**src/rtl/mmio_store_sink.sv**
```systemverilog
// End-of-test responder on the core store port: logs stores into a drainable FIFO,
// decodes the TOHOST mailbox / error PC / cycle budget into a sticky registered verdict.
module mmio_store_sink #(
    parameter logic [31:0] TOHOST_ADDR    = 32'h0000_0064,
    parameter logic [31:0] PASS_VALUE     = 32'd25,
    parameter logic [31:0] ERROR_PC       = 32'h0000_004C,
    parameter int unsigned TIMEOUT_CYCLES = 70,
    parameter int unsigned LOG_DEPTH      = 8
) (
    input  logic        clk,
    input  logic        reset,
    input  logic [31:0] PC,
    input  logic        MemWrite,
    input  logic [31:0] DataAddress,
    input  logic [31:0] WriteData,
    output logic        log_valid,
    input  logic        log_ready,
    output logic [31:0] log_addr,
    output logic [31:0] log_data,
    output logic        done,
    output logic        pass,
    output logic        fail,
    output logic        timeout,
    output logic        overflow,
    output logic [15:0] store_count,
    output logic [31:0] cycle_count
);

    localparam int unsigned PW = $clog2(LOG_DEPTH);
    localparam int unsigned CW = PW + 1;
    localparam logic [31:0] TIMEOUT_LAST = 32'(TIMEOUT_CYCLES - 1);
    localparam logic [CW-1:0] OCC_FULL = CW'(LOG_DEPTH);

    typedef enum logic [1:0] {
        ST_RUN     = 2'd0,
        ST_PASS    = 2'd1,
        ST_FAIL    = 2'd2,
        ST_TIMEOUT = 2'd3
    } state_t;

    state_t        state_q, state_d;
    logic          done_q, done_d;
    logic          pass_q, pass_d;
    logic          fail_q, fail_d;
    logic          timeout_q, timeout_d;
    logic          overflow_q, overflow_d;
    logic [15:0]   store_count_q, store_count_d;
    logic [31:0]   cycle_count_q, cycle_count_d;
    logic [PW-1:0] wr_ptr_q, wr_ptr_d;
    logic [PW-1:0] rd_ptr_q, rd_ptr_d;
    logic [CW-1:0] occ_q, occ_d;
    logic [31:0]   mem_addr_q [LOG_DEPTH];
    logic [31:0]   mem_data_q [LOG_DEPTH];

    logic head_valid;
    logic push;
    logic pop;
    logic full;
    logic wr_en;

    // Verdict next-state: error PC beats the mailbox, the mailbox beats the timeout.
    always_comb begin
        state_d       = state_q;
        cycle_count_d = cycle_count_q;
        case (state_q)
            ST_RUN: begin
                cycle_count_d = cycle_count_q + 32'd1;
                if (PC == ERROR_PC) begin
                    state_d = ST_FAIL;
                end else if (MemWrite && (DataAddress == TOHOST_ADDR)) begin
                    if (WriteData == PASS_VALUE) begin
                        state_d = ST_PASS;
                    end else begin
                        state_d = ST_FAIL;
                    end
                end else if (cycle_count_q == TIMEOUT_LAST) begin
                    state_d = ST_TIMEOUT;
                end else begin
                    state_d = ST_RUN;
                end
            end
            ST_PASS, ST_FAIL, ST_TIMEOUT: begin
                state_d = state_q;
            end
            default: begin
                state_d = ST_RUN;
            end
        endcase
        done_d    = (state_d != ST_RUN);
        pass_d    = (state_d == ST_PASS);
        fail_d    = (state_d == ST_FAIL);
        timeout_d = (state_d == ST_TIMEOUT);
    end

    // Store-log FIFO control; a full FIFO still accepts a push when the head leaves the same cycle.
    always_comb begin
        head_valid = (occ_q != {CW{1'b0}});
        push       = MemWrite && (state_q == ST_RUN);
        pop        = head_valid && log_ready;
        full       = (occ_q == OCC_FULL);
        wr_en      = push && (!full || pop);

        if (wr_en) begin
            wr_ptr_d = wr_ptr_q + PW'(1);
        end else begin
            wr_ptr_d = wr_ptr_q;
        end

        if (pop) begin
            rd_ptr_d = rd_ptr_q + PW'(1);
        end else begin
            rd_ptr_d = rd_ptr_q;
        end

        case ({wr_en, pop})
            2'b10:   occ_d = occ_q + CW'(1);
            2'b01:   occ_d = occ_q - CW'(1);
            default: occ_d = occ_q;
        endcase

        overflow_d = overflow_q || (push && full && !pop);

        if (push && (store_count_q != 16'hFFFF)) begin
            store_count_d = store_count_q + 16'd1;
        end else begin
            store_count_d = store_count_q;
        end
    end

    // Control and status registers.
    always_ff @(posedge clk) begin
        if (reset) begin
            state_q       <= ST_RUN;
            done_q        <= 1'b0;
            pass_q        <= 1'b0;
            fail_q        <= 1'b0;
            timeout_q     <= 1'b0;
            overflow_q    <= 1'b0;
            store_count_q <= 16'd0;
            cycle_count_q <= 32'd0;
            wr_ptr_q      <= {PW{1'b0}};
            rd_ptr_q      <= {PW{1'b0}};
            occ_q         <= {CW{1'b0}};
        end else begin
            state_q       <= state_d;
            done_q        <= done_d;
            pass_q        <= pass_d;
            fail_q        <= fail_d;
            timeout_q     <= timeout_d;
            overflow_q    <= overflow_d;
            store_count_q <= store_count_d;
            cycle_count_q <= cycle_count_d;
            wr_ptr_q      <= wr_ptr_d;
            rd_ptr_q      <= rd_ptr_d;
            occ_q         <= occ_d;
        end
    end

    // Log storage; contents are don't-care until validated by the occupancy count.
    always_ff @(posedge clk) begin
        if (wr_en && !reset) begin
            mem_addr_q[wr_ptr_q] <= DataAddress;
            mem_data_q[wr_ptr_q] <= WriteData;
        end
    end

    assign log_valid   = head_valid;
    assign log_addr    = head_valid ? mem_addr_q[rd_ptr_q] : 32'h0000_0000;
    assign log_data    = head_valid ? mem_data_q[rd_ptr_q] : 32'h0000_0000;
    assign done        = done_q;
    assign pass        = pass_q;
    assign fail        = fail_q;
    assign timeout     = timeout_q;
    assign overflow    = overflow_q;
    assign store_count = store_count_q;
    assign cycle_count = cycle_count_q;

endmodule
```
**config.mk**
```make
export PLATFORM = sky130hd
export DESIGN_NAME = mmio_store_sink
export DESIGN_NICKNAME = d
export VERILOG_FILES = /design/src/rtl/mmio_store_sink.sv
export SDC_FILE = /design/constraint.sdc
export NUM_CORES = 1
export LEC_CHECK = 0
export BUFFER_PORTS_ARGS = -buffer_cell sky130_fd_sc_hd__buf_2
export CAP_MARGIN = 10
export CORE_MARGIN = 2
export CORE_UTILIZATION = 55
export CTS_BUF_LIST = sky130_fd_sc_hd__clkbuf_16
export DETAILED_ROUTE_END_ITERATION = 6
export PLACE_DENSITY = 0.81
export REMOVE_ABC_BUFFERS = 1
export SYNTH_ARGS = -nofsm -noshare
export SYNTH_HDL_FRONTEND = slang
export SYNTH_SLANG_ARGS = --single-unit
export TNS_END_PERCENT = 20
```
**constraint.sdc**
```tcl
create_clock -name clk -period 20.1 [get_ports clk]
set_clock_uncertainty 0.2 [all_clocks]
set_input_delay 1.005 -clock clk [delete_from_list [all_inputs] [get_ports clk]]
set_output_delay 1.005 -clock clk [all_outputs]
set_load 0.1 [all_outputs]
```
After elaboration in Yosys (flattened, before gate mapping)
Memories as Yosys holds them, arrays and structs flattened. A register that Yosys moved wholly into a read port is not among the register bits. Index checks and enable logic that the tools add are counted.

Add/subtract/negate cells: 6. $mul: 0. Div/mod/pow operators: 0. $lt $le $gt $ge: 0. Equality and inequality tests: 14. Shifts and indexed selects: 0. Multiplexer cells: 14. Bitwise operators: 0. Reductions and logical operators: 18.

Operators with widths (number): 32-bit by 7-bit equality test with 1-bit output, second input constant (3); 32-bit 2-to-1 mux (2); 32-bit by 1-bit adder with 32-bit output, second input constant (1); 32-bit by 5-bit equality test with 1-bit output, second input constant (1); 16-bit by 1-bit adder with 16-bit output, second input constant (1); 16-bit != test, second input constant (1); 3-bit 2-to-1 mux (4); 2-bit equality test, second input constant (5); 1-bit logical AND (8); 2-bit 2-to-1 mux (4); 4-bit case mux with 2 select lines (1); 3-bit by 1-bit adder with 3-bit output, second input constant (2); 2-bit by 1-bit equality test with 1-bit output, second input constant (3); 4-bit by 1-bit adder with 4-bit output, second input constant (1); 4-bit equality test, second input constant (1); 2-bit case mux with 2 select lines (1); 2-bit nonzero test (2); 4-bit nonzero test (1); 4-bit by 1-bit subtractor with 4-bit output, second input constant (1); 1-bit zero test (3); 3-bit OR reduction (1); 2-bit zero test (1); 1-bit logical OR (2); 1-bit 2-to-1 mux (2).

Register bits: 65. Bits in latches: 0. Memory bits (writable): 512. Memory bits (read-only): 0. Input port bits: 100. Output and inout bits: 118. Logic and storage cells: 65. Memories kept: 2.

Memory list: mem_addr_q (depth 8, bits a word 32, rd ports 1, clocked after memory_dff 1, write ports 1, line 52) `logic [31:0] mem_addr_q [LOG_DEPTH];`; mem_data_q (depth 8, bits a word 32, rd ports 1, clocked after memory_dff 1, write ports 1, line 53) `logic [31:0] mem_data_q [LOG_DEPTH];`.

Longest topological paths before layout
Gate-level depths: netlist of run 1.

Word-level depth: 7. Depth in mapped cells: 9.

Worst setup path before layout of run 1
Ideal clock, no wire load.

Path type: input port to flip-flop. Start point: in MemWrite. End point: mem mem_addr_q[0][0] (enable). Setup time: 0.666 ns. Arrival time: 8.328 ns. Setup slack: 10.906 ns. Stages on the path: 3. Buffers on the path: 0. Cells stage by stage: nor3b_1 -> nand2_1 -> nor4b_1.

Cells in the longest elaborated chain, start to end: 5.

Ends and longest elaborated chain: start, declared (line 13) `input logic MemWrite,`; 1-bit logical AND (line 98) `push = MemWrite && (state_q == ST_RUN);`; 1-bit logical AND (line 101) `wr_en = push && (!full || pop);`; 1-bit logical AND (line 161) `if (wr_en && !reset) begin`; 1-bit 2-to-1 mux (line 161); 1-bit 2-to-1 mux (not written as such) (line 162) `mem_addr_q[wr_ptr_q] <= DataAddress;`; end, declared (line 52).

Every way passes these cells.

==> Implementation_results.wiki, run 1 <==
{| class="wikitable"
! Metric !! Value
|-
| Final Hold Vio Count || 0
|-
| Commonest non-fill, non-tap cell in the layout || sky130_fd_sc_hd__edfxtp_1
|-
| Clock buffers created by TritonCTS || 55
|-
| Buffers & Inverters on Critical Path || 2
|-
| Startpoint class of the critical path || flip-flop
|-
| Count of distinct cell types in the synthesized netlist || 44
|-
| Final wirelength || 48100 µm
|-
| Maximum number of pins on one net before global-route repair || 76
|-
| Worst-case vdd ir drop || 0.0913 mV
|-
| Sequential-to-total area share from yosys stat || 0.735
|-
| Crit-path leading delay family || buffers and inverters
|-
| Post-route cell area || 26300 µm²
|-
| Top Ports || 218
|-
| Power density over cell area || 122 nW/µm²
|-
| Most instantiated flip-flop cell in the synthesis netlist || sky130_fd_sc_hd__edfxtp_1
|-
| Nets || 1570
|-
| Result of the run || finished clean
|-
| Initial Util || 0.557
|-
| Global router's overall resource usage || 0.225
|-
| Setup tns final || 0 ns
|-
| Top library cells by usage in the layout, fill and taps aside || sky130_fd_sc_hd__edfxtp_1 (512), sky130_fd_sc_hd__buf_2 (217), sky130_fd_sc_hd__mux4_2 (128)
|-
| Row count || 74
|-
| Global-route wire length before repair || 73900 µm
|-
| Number of vias in the routed layout || 12300
|-
| Number of search-and-repair iterations in the first detailed-routing pass || 7
|-
| Cell breakdown of the critical path || buf_4 -> mux4_2 -> mux2i_1 -> nor2_1 -> buf_2
|-
| HPWL after DPL || 26800 µm
|-
| Fin. max-slew vios || 0
|-
| Count of final setup violators || 0
|-
| Transition time at the pin with the least slew margin || 1.10 ns
|-
| TritonCTS clock tree || built
|-
| Synthesized area per cell || 18.5 µm²
|-
| Area delta synth->final || 15.8%
|-
| Die height || 207 µm
|-
| Clock buffer depth || 3
|-
| Yosys synthesis warning count || 0
|-
| Register bit count reported by yosys || 580
|-
| Area of the die || 43000 µm²
|-
| Number of design rule violations left after detail routing || 0
|-
| Crit path required time || 18.90 ns
|-
| Origin of the worst min-delay path || rd_ptr_q[1]
|-
| Largest fanout of any net on the critical path || 44
|-
| Setup Fix Bufs, Post-CTS || 0
|-
| Clock-pin transition on the worst setup and hold timing paths || 0.06 ns
|-
| Slowest cell on the critical path || sky130_fd_sc_hd__dfxtp_4
|-
| Overall power || 3230 µW
|-
| Final weighted congestion in routability-driven placement || 0.846
|-
| Number of enable-type register cells in the synthesized netlist || 512
|-
| TritonCTS sink count || 580
|-
| Slowest stage delay, CP || 0.90 ns
|-
| Crit share post-route || 0.240
|-
| Global-route congestion overflow total || 0
|-
| Number of instances in the synthesized netlist || 1229
|-
| FILL cells || 2756
|-
| Clock Latency Late Sink || 0.58 ns
|-
| Fraction of post-synthesis cell area in the top cell type by area || 0.676
|-
| Critical register-to-register path startpoint || state_q[1]
|-
| WP data arrival || 3.62 ns
|-
| FMAX || 207 MHz
|-
| Ys async rst share || 0
|-
| Quantity of I/O buffers inserted on ports || 217
|-
| Leak || 0.00865 µW
|-
| Post-route ant nets || 0
|-
| Worst hold slack after final layout || 0.277 ns
|-
| Core area || 40800 µm²
|-
| Number of antenna violations at the first check in global routing || 10
|-
| CP Capture Type || output pin
|-
| Vias in the first global route || 12600
|-
| CTS Hold Bufs || 0
|-
| Period minus WS final || 4.82 ns
|-
| Max-cap violations || 0
|-
| Post-cts resize count || 0
|-
| Die X || 207 µm
|-
| Most area-hungry cell type in the Yosys netlist || sky130_fd_sc_hd__edfxtp_1
|-
| Max-slew headroom || 0.264
|-
| Cell area after synthesis || 22800 µm²
|-
| Fraction of final layout cells with drive strength greater than 1 || 0.313
|-
| Leading post-synthesis cells by cell area || sky130_fd_sc_hd__edfxtp_1 (68%), sky130_fd_sc_hd__mux4_2 (13%), sky130_fd_sc_hd__dfxtp_1 (6.0%)
|-
| Number of vias per cell after detailed routing || 6.00
|-
| Critical path class || flip-flop to output pin
|-
| # H-tree levels || 2
|-
| Clk root buf || sky130_fd_sc_hd__clkbuf_16
|-
| Placed Instance Area || 24500 µm²
|-
| Worst hold path class || flip-flop to flip-flop
|-
| Average routed wire per standard cell || 23.5 µm
|-
| DRT iter0 DRCs || 1059
|-
| Unrepaired setup endpoints after global routing || false
|}
-- cell families (layout without fill, tap and decap cells) --
logic type / Yosys count / after routing / synth area share
compound gates: 42 / 42 / 0.0111
flops: 580 / 580 / 0.735
other cells: 0 / 6 / 0
mux: 198 / 198 / 0.158
xor+xnor: 39 / 39 / 0.0150
fa+ha+maj: 6 / 6 / 0.00330
simple gates: 295 / 295 / 0.0647
buf+inv: 69 / 349 / 0.0128
-- power breakdown --
group	total, µW	internal (µW)	leakage, µW	switching [µW]
combinational	807	178	0.00252	629
clock	1060	624	0.000952	432
sequential	1360	1330	0.00518	31.3
-- worst paths after layout --
kind | end | slack (ns) | cells after the start
setup reg to reg | mem_addr_q[6][7] | 16.30 | 5
hold / removal | flip-flop | 0.28 | 2
setup / recovery | log_data[10] | 15.28 | 5
hold reg to reg | flip-flop | 0.28 | 2
-- sequential cells by signal, summed over array words and instances (netlist names), named ones only --
| register | cells |
|---|---|
| cycle_count | 32 |
| done | 1 |
| fail | 1 |
| mem_addr_q | 256 |
| mem_data_q | 256 |
| occ_q | 4 |
| overflow | 1 |
| pass | 1 |
| rd_ptr_q | 3 |
| state_q | 2 |
| store_count | 16 |
| timeout | 1 |
| wr_ptr_q | 3 |
-- per-layer routing --
metal / GRT usage / wire length [µm]
met4: 0.0717 / 1060
met5: 0 / 52
met3: 0.0489 / 3480
met1: 0.305 / 19500
met2: 0.369 / 24000
-- synthesized netlist by cell type, types with 2 or more instances --
master / number
sky130_fd_sc_hd__edfxtp_1: 512
sky130_fd_sc_hd__mux4_2: 128
sky130_fd_sc_hd__nor2_1: 128
sky130_fd_sc_hd__dfxtp_1: 68
sky130_fd_sc_hd__mux2i_1: 67
sky130_fd_sc_hd__nor4_1: 35
sky130_fd_sc_hd__clkbuf_1: 29
sky130_fd_sc_hd__nand2_1: 27
sky130_fd_sc_hd__xnor2_1: 22
sky130_fd_sc_hd__nand4_1: 20
sky130_fd_sc_hd__nand3_1: 19
sky130_fd_sc_hd__nor3_1: 18
sky130_fd_sc_hd__a21oi_1: 17
sky130_fd_sc_hd__xor2_1: 17
sky130_fd_sc_hd__buf_2: 14
sky130_fd_sc_hd__buf_1: 13
sky130_fd_sc_hd__inv_1: 11
sky130_fd_sc_hd__or3_1: 11
sky130_fd_sc_hd__o21ai_0: 9
sky130_fd_sc_hd__nor4b_1: 7
sky130_fd_sc_hd__a31oi_1: 6
sky130_fd_sc_hd__ha_1: 6
sky130_fd_sc_hd__and4_1: 5
sky130_fd_sc_hd__nor2b_1: 5
sky130_fd_sc_hd__and3_1: 4
sky130_fd_sc_hd__mux2_2: 3
sky130_fd_sc_hd__a31o_2: 2
sky130_fd_sc_hd__buf_6: 2
sky130_fd_sc_hd__nand2b_1: 2
sky130_fd_sc_hd__nand3b_1: 2
sky130_fd_sc_hd__nor3b_1: 2
sky130_fd_sc_hd__nor4bb_1: 2
sky130_fd_sc_hd__o31a_1: 2
sky130_fd_sc_hd__o41ai_1: 2
sky130_fd_sc_hd__or3b_2: 2
sky130_fd_sc_hd__or4_1: 2
-- worst min-delay path, delay by kind of cell (launching register included) --
kind               cells  cell delay [ns]
AOI/OAI and AO/OA      1             0.07
and+or+nand+nor        1             0.05
DFF                    1             0.31
-- stage by stage --
step,instances,util,setup slack (ns)
2_1_floorplan,1171,-,10.91
3_3_place_gp,1939,0.599,15.67
3_5_place_dp,1939,0.599,15.62
4_1_cts,2041,0.645,15.11
5_1_grt,2044,0.645,14.91
6_report,2047,0.645,15.28
-- area by class of cell --
class,instances,area (µm²),area share
timing repair buffer,236,1230,0.0466
tap,532,666,0.0253
multi-input combinational,580,5790,0.220
antenna,6,15.0,0.000570
clock inverter,44,413,0.0157
clock buffer,58,1450,0.0551
sequential,580,16700,0.636
inverter,11,41.3,0.00157
Note: power is estimated with default switching activity, not from simulation.
==> inputs of run 2 (changes only) <==
clock period = 4.7 ns   (was 20.1 ns; I/O delays follow)
==> run 2 against run 1 <==
Against the previous run:
- total power rose to 4.2 times the previous value
- setup slack worse by 14 ns
- global-route usage up 1.6 points
- first-iteration DRC count up 3.1%
- critical path depth unchanged
- core utilization up 1.4 points
- clock power rose to 3.8 times the previous value
- critical path type unchanged
- largest power group unchanged
- largest cell class unchanged
- die area unchanged
- sequential share of layout area down 1.3 points
- critical endpoint is now log_data[3]
- cell count up 2.8%
==> Implementation_results.wiki, run 2 (synthesized netlist as in run 1, its figures left out) <==
{| class="wikitable"
! Metric !! Value
|-
| Result of the run || finished clean
|-
| Vias in the first global route || 13000 (+3.8%)
|-
| Clock buffer depth || 3 (unchanged)
|-
| Power density over cell area || 498 nW/µm² (+310%)
|-
| # H-tree levels || 2 (unchanged)
|-
| Initial Util || 0.557 (unchanged)
|-
| Post-route cell area || 26900 µm² (+2.1%)
|-
| Final Hold Vio Count || 0 (unchanged)
|-
| Max-cap violations || 0 (unchanged)
|-
| Placed Instance Area || 24600 µm² (+0.43%)
|-
| Origin of the worst min-delay path || MemWrite
|-
| RR Endpoint || mem_data_q[5][18]
|-
| Post-route ant nets || 0 (unchanged)
|-
| Number of search-and-repair iterations in the first detailed-routing pass || 5 (-2)
|-
| TritonCTS sink count || 580 (unchanged)
|-
| Startpoint class of the critical path || flip-flop
|-
| WP data arrival || 3.07 ns (-0.55 ns)
|-
| Critical path class || flip-flop to output pin
|-
| Number of design rule violations left after detail routing || 0 (unchanged)
|-
| Slowest cell on the critical path || sky130_fd_sc_hd__dfxtp_4
|-
| Number of cells after detailed placement || 1938 (-0.052%)
|-
| Clock-pin transition on the worst setup and hold timing paths || 0.06 ns (about the same)
|-
| Slack of the worst reg-to-reg path || 1.32 ns (-14.98 ns)
|-
| Largest fanout of any net on the critical path || 55 (+25%)
|-
| Number of antenna violations at the first check in global routing || 2 (-8)
|-
| Number of vias in the routed layout || 12600 (+2.3%)
|-
| Area delta synth->final || 18.2%
|-
| HPWL after DPL || 28400 µm (+5.9%)
|-
| Average routed wire per standard cell || 24.5 µm (+4.2%)
|-
| Period minus WS final || 3.50 ns
|-
| FILL cells || 2652 (-3.8%)
|-
| FMAX || 285 MHz
|-
| Crit share post-route || 0.746
|-
| Met1 usage || 0.311 (+0.00554)
|-
| Clock Latency Late Sink || 0.59 ns (about the same)
|-
| Final wirelength || 51600 µm (+7.2%)
|-
| Endpoint, Worst Hold || store_count[2]
|-
| Worst hold path class || input pin to flip-flop
|-
| Core area || 40800 µm² (unchanged)
|-
| Crit path required time || 4.26 ns (-14.64 ns)
|-
| Hold Path Stages || 4 (+2)
|-
| Final weighted congestion in routability-driven placement || 0.845 (-0.14%)
|-
| CP Capture Type || output pin
|-
| Slowest stage delay, CP || 0.88 ns (-0.02 ns)
|-
| Global-route congestion overflow total || 0 (unchanged)
|-
| Nets || 1638 (+4.3%)
|-
| Fraction of final layout cells with drive strength greater than 1 || 0.290 (-0.0232)
|-
| Met2 routing resource usage after global routing || 0.413 (+0.0443)
|-
| Quantity of I/O buffers inserted on ports || 217 (unchanged)
|-
| Global router's overall resource usage || 0.241 (+0.0163)
|-
| Top Ports || 218 (unchanged)
|-
| Number of vias per cell after detailed routing || 5.96 (-0.54%)
|-
| Die X || 207 µm (unchanged)
|-
| Layer with the highest usage || met2
|-
| TritonCTS clock tree || built
|-
| Clock buffers created by TritonCTS || 54 (-1.8%)
|-
| Cell breakdown of the critical path || buf_4 -> mux4_2 -> mux2i_1 -> nor2_1 -> buf_2
|-
| Critical register-to-register path startpoint || state_q[1]
|-
| DRT iter0 DRCs || 1092 (+3.1%)
|-
| Final cell count without fillers || 2105 (+2.8%)
|-
| Row count || 74 (unchanged)
|-
| Setup Fix Bufs, Post-CTS || 0 (unchanged)
|-
| Final core utilization || 0.659 (+0.0135)
|-
| Top library cells by usage in the layout, fill and taps aside || sky130_fd_sc_hd__edfxtp_1 (512), sky130_fd_sc_hd__buf_2 (217), sky130_fd_sc_hd__mux4_2 (128)
|-
| Die height || 207 µm (unchanged)
|-
| Overall power || 13400 µW (+320%)
|-
| Post-cts resize count || 0 (unchanged)
|-
| Count of final setup violators || 0 (unchanged)
|-
| Fin. max-slew vios || 0 (unchanged)
|-
| Commonest non-fill, non-tap cell in the layout || sky130_fd_sc_hd__edfxtp_1
|-
| Transition time at the pin with the least slew margin || 0.998 ns (-0.106 ns)
|-
| Met3 routing resource usage after global routing || 0.0460 (-0.00287)
|-
| Minimum setup slack after placement || 1.33 ns (-14.29 ns)
|-
| Cell depth of the worst flop-to-flop path || 5 (unchanged)
|-
| Clk root buf || sky130_fd_sc_hd__clkbuf_16
|-
| CTS Hold Bufs || 70 (+70)
|-
| Unrepaired setup endpoints after global routing || false
|-
| Max-slew headroom || 0.335 (+0.0707)
|-
| Maximum number of pins on one net before global-route repair || 68 (-11%)
|-
| Area of the die || 43000 µm² (unchanged)
|-
| Setup WS post-layout || 1.20 ns (-14.08 ns)
|-
| Worst-case vdd ir drop || 0.317 mV (+250%)
|-
| Leak || 0.00886 µW (+2.5%)
|-
| Global-route wire length before repair || 78300 µm (+5.9%)
|}
[run 2: power by group]
part | total (µW) | leakage [µW] | internal, µW | switching (µW)
registers | 5800 | 0.00518 | 5690 | 104
clock network | 4050 | 0.000857 | 2220 | 1830
logic | 3560 | 0.00283 | 815 | 2740
total | 13400 | 0.00886 | 8730 | 4670
[run 2: area by class of cell]
cell class	instances	area (µm²)	share of cell area
Clock inverter	40	245	0.00912
Multi-Input combinational cell	580	5790	0.215
Antenna cell	2	5.00	0.000186
Inverter	11	41.3	0.00153
Clock buffer	55	1380	0.0512
Sequential cell	580	16700	0.623
Tap cell	532	666	0.0247
Timing Repair Buffer	305	2030	0.0756
[run 2: per-layer routing]
layer  part of all wire  routed length, µm  vias up
li1                   -                  -     5552
met1               0.38              19600     6367
met2               0.52              26600      545
met3              0.073               3770       89
met4              0.030               1550        2
met5            0.00025                 13        -
[run 2: worst max path at each step]
stage | to | slack [ns]
2_1_floorplan | mem_addr_q[0][0] | -3.91
3_3_place_gp | mem_data_q[5][22] | 1.38
6_report | log_data[3] | 1.20
3_5_place_dp | mem_data_q[5][19] | 1.33
5_1_grt | log_data[10] | 1.02
4_1_cts | log_addr[16] | 1.09
[run 2: metrics by stage]
step / hold slack, ns / TNS (ns)
floorplan: 0.104 / -1023.25
global placement: 0.253 / 0
detailed placement: 0.257 / 0
CTS: 0.00221 / 0
global route: 0.0746 / 0
finish: 0.0381 / 0
[run 2: worst max-delay path: cells and delay by family, from the launching register on]
kind	cells	cell delay (ns)
buffers and inverters	2	0.81
multiplexers	2	0.63
AND/OR/NAND/NOR	1	0.12
flip-flops	1	0.88
==> inputs of run 3 (changes only) <==
clock period = 3.43 ns   (was 4.7 ns; I/O delays follow)
==> run 3 against run 2 <==
Against the previous run:
- die area unchanged
- sequential power increased by 37%
- cell area grew 0.86%
- sequential share of layout area fell by 0.53 points
- clock power is 42% higher
- sequential cell count is the same
- non-clock buffer count grew 8
- first-iteration DRC count down 0.46%
- combinational power increased by 39%
- count of clock-buffer cells in the layout increased by 3
- critical path depth unchanged
- largest cell class unchanged
- largest power group unchanged
==> Implementation_results.wiki, run 3 (synthesized netlist as in run 1, its figures left out) <==
{| class="wikitable"
! Metric !! Value
|-
| Met2 routing resource usage after global routing || 0.393 (-0.0199)
|-
| Max-slew headroom || 0.468 (+0.133)
|-
| Post-route ant nets || 0 (unchanged)
|-
| Result of the run || finished clean
|-
| Initial Util || 0.557 (unchanged)
|-
| Max-cap violations || 0 (unchanged)
|-
| Die X || 207 µm (unchanged)
|-
| TritonCTS sink count || 580 (unchanged)
|-
| HPWL after DPL || 27500 µm (-3.2%)
|-
| RR Endpoint || mem_data_q[4][29]
|-
| Hold Path Stages || 6 (+2)
|-
| # H-tree levels || 2 (unchanged)
|-
| Number of antenna violations at the first check in global routing || 7 (+5)
|-
| Final wirelength || 49600 µm (-3.8%)
|-
| Minimum setup slack after placement || 0.617 ns (-0.714 ns)
|-
| Commonest non-fill, non-tap cell in the layout || sky130_fd_sc_hd__edfxtp_1
|-
| Global-route congestion overflow total || 0 (unchanged)
|-
| Global router's overall resource usage || 0.232 (-0.00962)
|-
| Number of design rule violations left after detail routing || 0 (unchanged)
|-
| Layer with the highest usage || met2
|-
| WP data arrival || 2.89 ns (-0.18 ns)
|-
| Setup tns final || 0 ns (unchanged)
|-
| Slowest cell on the critical path || sky130_fd_sc_hd__dfxtp_4
|-
| Worst hold path class || input pin to flip-flop
|-
| Global-route wire length before repair || 76200 µm (-2.7%)
|-
| Crit share post-route || 0.951
|-
| Clock Latency Late Sink || 0.60 ns (about the same)
|-
| Post-route cell area || 27100 µm² (+0.86%)
|-
| Die height || 207 µm (unchanged)
|-
| Slack of the worst reg-to-reg path || 0.58 ns (-0.74 ns)
|-
| Core area || 40800 µm² (unchanged)
|-
| Final Hold Vio Count || 0 (unchanged)
|-
| Setup Fix Bufs, Post-CTS || 0 (unchanged)
|-
| Slowest stage delay, CP || 0.64 ns (-0.24 ns)
|-
| Average routed wire per standard cell || 23.4 µm (-4.4%)
|-
| Maximum number of pins on one net before global-route repair || 66 (-2.9%)
|-
| Top library cells by usage in the layout, fill and taps aside || sky130_fd_sc_hd__edfxtp_1 (512), sky130_fd_sc_hd__buf_2 (217), sky130_fd_sc_hd__mux4_2 (128)
|-
| Count of final setup violators || 0 (unchanged)
|-
| Fraction of final layout cells with drive strength greater than 1 || 0.295 (+0.00583)
|-
| Critical register-to-register path startpoint || state_q[1]
|-
| Top Ports || 218 (unchanged)
|-
| Final weighted congestion in routability-driven placement || 0.844 (-0.17%)
|-
| Buffers & Inverters on Critical Path || 2 (unchanged)
|-
| Crit-path leading delay family || multiplexers
|-
| Quantity of I/O buffers inserted on ports || 217 (unchanged)
|-
| Largest fanout of any net on the critical path || 41 (-25%)
|-
| FMAX || 307 MHz
|-
| Post-cts resize count || 0 (unchanged)
|-
| Power density over cell area || 687 nW/µm² (+38%)
|-
| Number of vias in the routed layout || 12600 (+0.31%)
|-
| Setup WS post-layout || 0.167 ns (-1.03 ns)
|-
| Area delta synth->final || 19.2%
|-
| CTS Hold Bufs || 70 (unchanged)
|-
| CP Capture Type || output pin
|-
| Vias in the first global route || 13100 (+0.28%)
|-
| Fin. max-slew vios || 0 (unchanged)
|-
| Period minus WS final || 3.26 ns
|-
| Stages on the worst setup path || 5 (unchanged)
|-
| Cell breakdown of the critical path || buf_12 -> mux4_2 -> mux2i_1 -> nor2_1 -> buf_2
|-
| Number of vias per cell after detailed routing || 5.95 (-0.31%)
|-
| Cell depth of the worst flop-to-flop path || 5 (unchanged)
|-
| Unrepaired setup endpoints after global routing || false
|-
| Met1 usage || 0.302 (-0.00864)
|-
| Crit path required time || 3.06 ns (-1.20 ns)
|-
| Clock-pin transition on the worst setup and hold timing paths || 0.06 ns (about the same)
|-
| TritonCTS clock tree || built
|-
| Transition time at the pin with the least slew margin || 0.788 ns (-0.209 ns)
|-
| Area of the die || 43000 µm² (unchanged)
|-
| Clock buffers created by TritonCTS || 56 (+3.7%)
|-
| Nets || 1648 (+0.61%)
|-
| DRT iter0 DRCs || 1087 (-0.46%)
|-
| Placed Instance Area || 24700 µm² (+0.50%)
|-
| Startpoint class of the critical path || flip-flop
|-
| Clk root buf || sky130_fd_sc_hd__clkbuf_16
|-
| Final core utilization || 0.664 (+0.00567)
|-
| Worst-case vdd ir drop || 0.519 mV (+64%)
|-
| Row count || 74 (unchanged)
|-
| Clock buffer depth || 3 (unchanged)
|-
| Timing endpoint of the critical path || log_data[10]
|-
| Critical path class || flip-flop to output pin
|-
| Met3 routing resource usage after global routing || 0.0526 (+0.00666)
|-
| Number of search-and-repair iterations in the first detailed-routing pass || 5 (unchanged)
|-
| Leak || 0.00896 µW (+1.1%)
|}
## run 3: worst min path at each step
stage | from | slack (ns) | endpoint
finish | PC[15] | 0.09 | pass
global route | PC[13] | 0.13 | pass
CTS | PC[15] | 0.05 | pass
detailed placement | DataAddress[29] | 0.26 | mem_addr_q[2][29]
global placement | DataAddress[29] | 0.25 | mem_addr_q[2][29]
floorplan | reset | 0.04 | cycle_count[10]
## run 3: stage by stage
stage,cells,hold WS (ns),total power [µW]
CTS,2116,0.0524,18800
detailed placement,1946,0.258,13000
global placement,1946,0.246,12900
global route,2117,0.129,19200
finish,2118,0.0904,18600
floorplan,1171,0.0406,11500
## run 3: area by class of cell
cell class / count / area, µm²
Timing Repair Buffer: 313 / 2160
Sequential cell: 580 / 16700
Tap cell: 532 / 666
Clock buffer: 58 / 1450
Fill cell: 2654 / 13700
Clock inverter: 42 / 279
Inverter: 11 / 41.3
Antenna cell: 2 / 5.00
Multi-Input combinational cell: 580 / 5790
## run 3: worst register-to-register path, stage by stage, from the launching register on
cell and delay, ns:
sky130_fd_sc_hd__dfxtp_1 0.30, sky130_fd_sc_hd__or3b_2 0.58, sky130_fd_sc_hd__a21oi_1 0.34, sky130_fd_sc_hd__nand2_1 0.30
sky130_fd_sc_hd__nor4_2 0.31, sky130_fd_sc_hd__buf_12 0.41
## run 3: power by group
| part | internal, µW | leakage [µW] | switching [µW] | total (µW) |
|---|---|---|---|---|
| Clock | 3260 | 0.000899 | 2510 | 5770 |
| Sequential | 7800 | 0.00518 | 119 | 7920 |
| Combinational | 1150 | 0.00288 | 3800 | 4950 |
## run 3: routing by layer
metal / wire length (µm) / vias to the layer above / part of all wire
met5: 63 / - / 0.0013
met4: 1080 / 10 / 0.022
met3: 3720 / 81 / 0.075
met2: 25200 / 492 / 0.51
met1: 19500 / 6435 / 0.39
li1: - / 5576 / -
